--- src/rtl/zero_indices_pkg.sv ---
// Shared width helpers for the zero-index packer; the record type itself is
// built per instance from these so it tracks the enumerator width W.
package zero_indices_pkg;

  function automatic int index_w(input int w);
    return (w > 1) ? $clog2(w) : 1;
  endfunction

  function automatic int count_w(input int w);
    return $clog2(w + 1);
  endfunction

  // Fixed field values of the synthesised record for a batch with no zeros.
  localparam logic EMPTY_REC_LAST  = 1'b1;
  localparam logic EMPTY_REC_EMPTY = 1'b1;

endpackage

--- src/rtl/zero_indices_pack_fifo.sv ---
// Generic DEPTH-entry synchronous FIFO; head entry is read straight from the
// storage registers, so a push becomes visible on the following cycle.
module zero_indices_pack_fifo #(
  parameter int DEPTH = 4,
  parameter type rec_t = logic
) (
  input  logic clk,
  input  logic rst,
  input  logic push,
  input  logic pop,
  input  rec_t wdata,
  output rec_t rdata,
  output logic full,
  output logic empty
);

  localparam int AW = $clog2(DEPTH);

  logic [AW:0] wr_ptr;
  logic [AW:0] rd_ptr;
  rec_t        mem [DEPTH];
  logic        do_push;
  logic        do_pop;

  // Extra wrap bit distinguishes full from empty when the indices coincide.
  assign empty   = (wr_ptr == rd_ptr);
  assign full    = (wr_ptr[AW-1:0] == rd_ptr[AW-1:0]) && (wr_ptr[AW] != rd_ptr[AW]);
  assign do_push = push & ~full;
  assign do_pop  = pop & ~empty;
  assign rdata   = mem[rd_ptr[AW-1:0]];

  always_ff @(posedge clk) begin
    if (rst) begin
      wr_ptr <= '0;
      rd_ptr <= '0;
    end else begin
      if (do_push) wr_ptr <= wr_ptr + (AW+1)'(1);
      if (do_pop)  rd_ptr <= rd_ptr + (AW+1)'(1);
    end
  end

  always_ff @(posedge clk) begin
    if (do_push) mem[wr_ptr[AW-1:0]] <= wdata;
  end

endmodule

--- src/rtl/zero_indices_pack.sv ---
// Downstream stage of the zero-index enumerator: queues emitted indices,
// tags batch ends with a zero count and synthesises records for empty batches.
module zero_indices_pack
  import zero_indices_pkg::*;
#(
  parameter int W     = 32,
  parameter int DEPTH = 4
) (
  input  logic                   clk,
  input  logic                   rst,
  input  logic                   in_load,
  input  logic                   in_valid,
  input  logic [$clog2(W)-1:0]   in_index,
  input  logic                   in_last,
  input  logic                   in_done,
  output logic                   in_ready,
  output logic                   out_valid,
  input  logic                   out_ready,
  output logic [$clog2(W)-1:0]   out_index,
  output logic                   out_last,
  output logic                   out_empty,
  output logic [$clog2(W+1)-1:0] out_count
);

  localparam int IW = index_w(W);
  localparam int CW = count_w(W);

  typedef logic [IW-1:0] index_t;
  typedef logic [CW-1:0] count_t;

  typedef struct packed {
    index_t index;
    logic   last;
    logic   empty;
    count_t count;
  } rec_t;

  logic   batch_open;
  count_t cnt;
  logic   pend_empty;

  logic   full;
  logic   fifo_empty;
  logic   data_push;
  logic   empty_push;
  logic   done_act;
  logic   pop;
  rec_t   wdata;
  rec_t   head;
  rec_t   head_q;

  assign in_ready   = ~full;
  // A response shown during the load cycle belongs to the old vector.
  assign data_push  = in_valid & ~full & ~in_load;
  assign empty_push = pend_empty & ~full & ~data_push;
  assign done_act   = in_done & batch_open & ~in_load;
  assign pop        = out_valid & out_ready;

  always_comb begin
    wdata = '0;
    if (data_push) begin
      wdata.index = in_index;
      wdata.last  = in_last;
      wdata.empty = 1'b0;
      wdata.count = in_last ? cnt + count_t'(1) : '0;
    end else begin
      wdata.index = '0;
      wdata.last  = EMPTY_REC_LAST;
      wdata.empty = EMPTY_REC_EMPTY;
      wdata.count = '0;
    end
  end

  always_ff @(posedge clk) begin
    if (rst) begin
      batch_open <= 1'b0;
      cnt        <= '0;
      pend_empty <= 1'b0;
    end else begin
      if (empty_push) pend_empty <= 1'b0;
      if (data_push) begin
        cnt <= in_last ? '0 : cnt + count_t'(1);
        if (in_last) batch_open <= 1'b0;
      end
      if (done_act) begin
        batch_open <= 1'b0;
        if ((cnt == '0) && !data_push) pend_empty <= 1'b1;
      end
      // A new load restarts counting; any pending empty record still drains.
      if (in_load) begin
        batch_open <= 1'b1;
        cnt        <= '0;
      end
    end
  end

  zero_indices_pack_fifo #(
    .DEPTH (DEPTH),
    .rec_t (rec_t)
  ) u_fifo (
    .clk   (clk),
    .rst   (rst),
    .push  (data_push | empty_push),
    .pop   (pop),
    .wdata (wdata),
    .rdata (head_q),
    .full  (full),
    .empty (fifo_empty)
  );

  assign out_valid = ~fifo_empty;
  assign head      = out_valid ? head_q : '0;
  assign out_index = head.index;
  assign out_last  = head.last;
  assign out_empty = head.empty;
  assign out_count = head.count;

endmodule

--- config.mk ---
export PLATFORM = sky130hd
export DESIGN_NAME = zero_indices_pack
export DESIGN_NICKNAME = d
export VERILOG_FILES = /design/src/rtl/zero_indices_pkg.sv /design/src/rtl/zero_indices_pack_fifo.sv /design/src/rtl/zero_indices_pack.sv
export SDC_FILE = /design/constraint.sdc
export NUM_CORES = 1
export LEC_CHECK = 0
export BUFFER_PORTS_ARGS = -buffer_cell sky130_fd_sc_hd__buf_4
export CAP_MARGIN = 25
export CORE_MARGIN = 4
export CORE_UTILIZATION = 60
export DETAILED_ROUTE_END_ITERATION = 16
export PLACE_DENSITY = 0.78
export SYNTH_ARGS = -nofsm -noshare
export SYNTH_HDL_FRONTEND = slang
export SYNTH_SLANG_ARGS = --single-unit
--- constraint.sdc ---
create_clock -name clk -period 3.28 [get_ports clk]
set_clock_uncertainty 0.05 [all_clocks]
set_input_delay 0 -clock clk [delete_from_list [all_inputs] [get_ports clk]]
set_output_delay 0 -clock clk [all_outputs]
set_load 0.05 [all_outputs]
==> results.toml <==
[run_status]
run_status = "finished clean"

[layout]
multi_input_area_sq_um = 978.4
instances_no_fill = 313
nFillCells = 323
seq_area_sq_um = 1882
drive_gt1_share_pct = 23.58
area_delta_synth_final_pct = 17.47
insertedDiodeCount = 0
nNetsFinal = 260

[sta]
whs_ns = 0.02117
fmax_mhz = 452.5
hold_viol_final = 0
worst_pin_slew_ns = 0.8633
maxSlewHeadroom_pct = 42.37
maxSlewViolCount = 0
fin_crit_ns = 2.210
finalCritPeriodShare_pct = 67.38
rsz0062_at_grt = "no"
finalSetupTns_ns = 0
setup_viol = 0

[floorplanning]
die_w_um = 77.78
rows = 25
initial_core_util_pct = 61.85
die_y_um = 77.78
pin_count = 27
core_area_sq_um = 4723
dieArea_sq_um = 6050

[synth]
synth.distinct_cells = 38
netlist_top_cells_count = "edfxtp_1, nor2_1, dfxtp_1, nor2b_1, mux4_2"
synth_area_leaders = "edfxtp_1, dfxtp_1, mux4_2"
synthCells = 200
synth-seq-cells = 68
yosys_warnings = 0
syn_nets = 219
synth_edf_count = 52
ys_seq_area_share_pct = 64.41
synth_top_area_share_pct = 53.45
async_flop_share_pct = 0
avgSynthCellArea_sq_um = 14.61
synth-main-ff-cell = "edfxtp_1"
syn_area_sq_um = 2922
synth_area_leader_cell = "edfxtp_1"
synth.most_common_cell = "edfxtp_1"

[worst_hold_path]
min_to = "u_fifo.mem[2][8]"
hold_class = "input port to register"
holdPathStages = 2
hold_start = "in_index[0]"

[detailed_routing]
dr.pass1.iters = 4
drt-vias-per-instance = 5.550
ant_nets = 0
drc = 0
post_drt_wl_per_cell_um = 16.47
wl_um = 5156
vias = 1737
initialDrtViolationCount = 119

[pwr]
switching_share_pct = 29.14
power_switching_mw = 0.5638
peakVddDrop_uv = 275.4
power_per_cell_area_nw_per_um2 = 563.7
power_frac_comb_pct = 20.7
clkPwrFrac_pct = 28.6
p_int_mw = 1.371
p_seq_share_pct = 50.6
p_leak_nw = 1.237

[clock_network]
cts_buffer_depth = 2
post-cts-setup-buffers = 0
clk_latency_ns = 0.32
cts_made_buffers = 9
clk_pin_slew_worst_paths_ns = 0.07
cts_tree = "done"
cts_root_buf = "clkbuf_8"
cts_sinks = 68
htree_num_levels = 3

[critical_path]
crit_path_end_kind = "register"
r2r_slack_ns = 1.07
r2r_end = "u_fifo.mem[1][0]"
crit_required_ns = 3.18
cp_max_fo = 13
cp-start-kind = "register"
r2r-start = "u_fifo.rd_ptr[0]"
critPathArrivalTime_ns = 2.11
critPathKind = "register to register"
worst-r2r-cell-count = 4

[grt]
antenna_found_initial = 0
grt_use_total_pct = 18.94
grt_overflow = 0
grt_max_degree = 15
grt_pass1_vias = 1789
grt_pass1_wl_um = 8700

[placed_design]
hpwlAfterDp_um = 3440
dp_cells = 288
gp_congestion = 0.8461
numPortBuffers = 26

[run]
drv_cap = 0
## through the flow
step / util (%) / instance area [sq um] / worst slack (ns) / power, mW
final: 72.66 / 3432 / 1.070 / 1.935
after global routing: 72.66 / 3432 / 0.8560 / 2.016
after floorplan: - / 2922 / 1.316 / 1.278
after CTS: 72.66 / 3432 / 1.004 / 1.949
after global placement: 67.50 / 3188 / 1.207 / 1.388
after detailed placement: 67.50 / 3188 / 1.061 / 1.395
## power by group through the flow
stage                     logic, mW  clock network [mW]  registers, mW
after floorplan               0.302                   0          0.977
after global placement        0.389                   0          0.999
after detailed placement      0.394                   0           1.00
after CTS                     0.404               0.563          0.982
after global routing          0.426               0.604          0.986
final                         0.401               0.554          0.980
## worst max path at each step
stage,startpoint,endpoint,slack (ns),depth (start not counted)
final,u_fifo.rd_ptr[0],u_fifo.mem[1][0],1.07,4
after global routing,u_fifo.rd_ptr[0],u_fifo.mem[0][0],0.86,4
after CTS,register,out_count[3],1.00,3
after detailed placement,u_fifo.wr_ptr[0],u_fifo.mem[1][7],1.06,4
after global placement,u_fifo.wr_ptr[0],u_fifo.mem[1][3],1.21,4
after floorplan,u_fifo.wr_ptr[0],u_fifo.mem[3][0],1.32,3
## state kept, by name, indices dropped and copies added (netlist names), named ones only
signal         count
batch_open         1
pend_empty         1
u_fifo.mem        52
cnt                6
u_fifo.wr_ptr      3
u_fifo.rd_ptr      3
## timing repair
item,CTS,global route
hold endpoints to repair,29,0
resized for setup,0,0
hold buffers,9,0
## cell families after synthesis
| family | count (synthesis) | synth area share [%] |
|---|---|---|
| buf+inv | 16 | 2.098 |
| xor+xnor | 11 | 3.555 |
| simple gates | 61 | 11.22 |
| flops | 68 | 64.41 |
| fa+ha+maj | 7 | 2.998 |
| compound gates | 22 | 5.011 |
| mux | 15 | 10.71 |
## placed cells by master, fill, tap and decap left out, types with 6 or more instances in the layout
cell / netlist / final
inv_1: 8 / 8
xor2_1: 6 / 6
nor2_1: 18 / 18
dfxtp_1: 16 / 16
dlygate4sd3_1: 0 / 9
and2_1: 8 / 8
edfxtp_1: 52 / 52
a21oi_1: 6 / 6
ha_1: 7 / 7
nor2b_1: 15 / 15
clkbuf_8: 0 / 9
mux4_2: 13 / 13
buf_4: 0 / 28
## final cells by class
type                            instances  share of cell area [%]
Tap cell                               67                   2.443
Timing Repair Buffer                   37                   8.750
Sequential cell                        68                   54.83
Multi-Input combinational cell        116                   28.51
Clock buffer                           13                   4.047
Clock inverter                          3                  0.4375
Inverter                                9                  0.9843
## routing by layer
layer,vias up,global-route usage (%),wire length [um]
met5,-,0,0
met4,0,7.829,87
met3,10,5.220,233
met2,53,30.99,2614
met1,847,23.75,2221
li1,827,-,-
## worst max-delay path, cell delays in order, from the launching register on
cell     delay [ns]
dfxtp_1        0.39
xor2_1         0.42
nor3_1         0.20
nor2_1         0.19
and2_1         0.58
No activity file was read; power rests on OpenSTA's default activity.
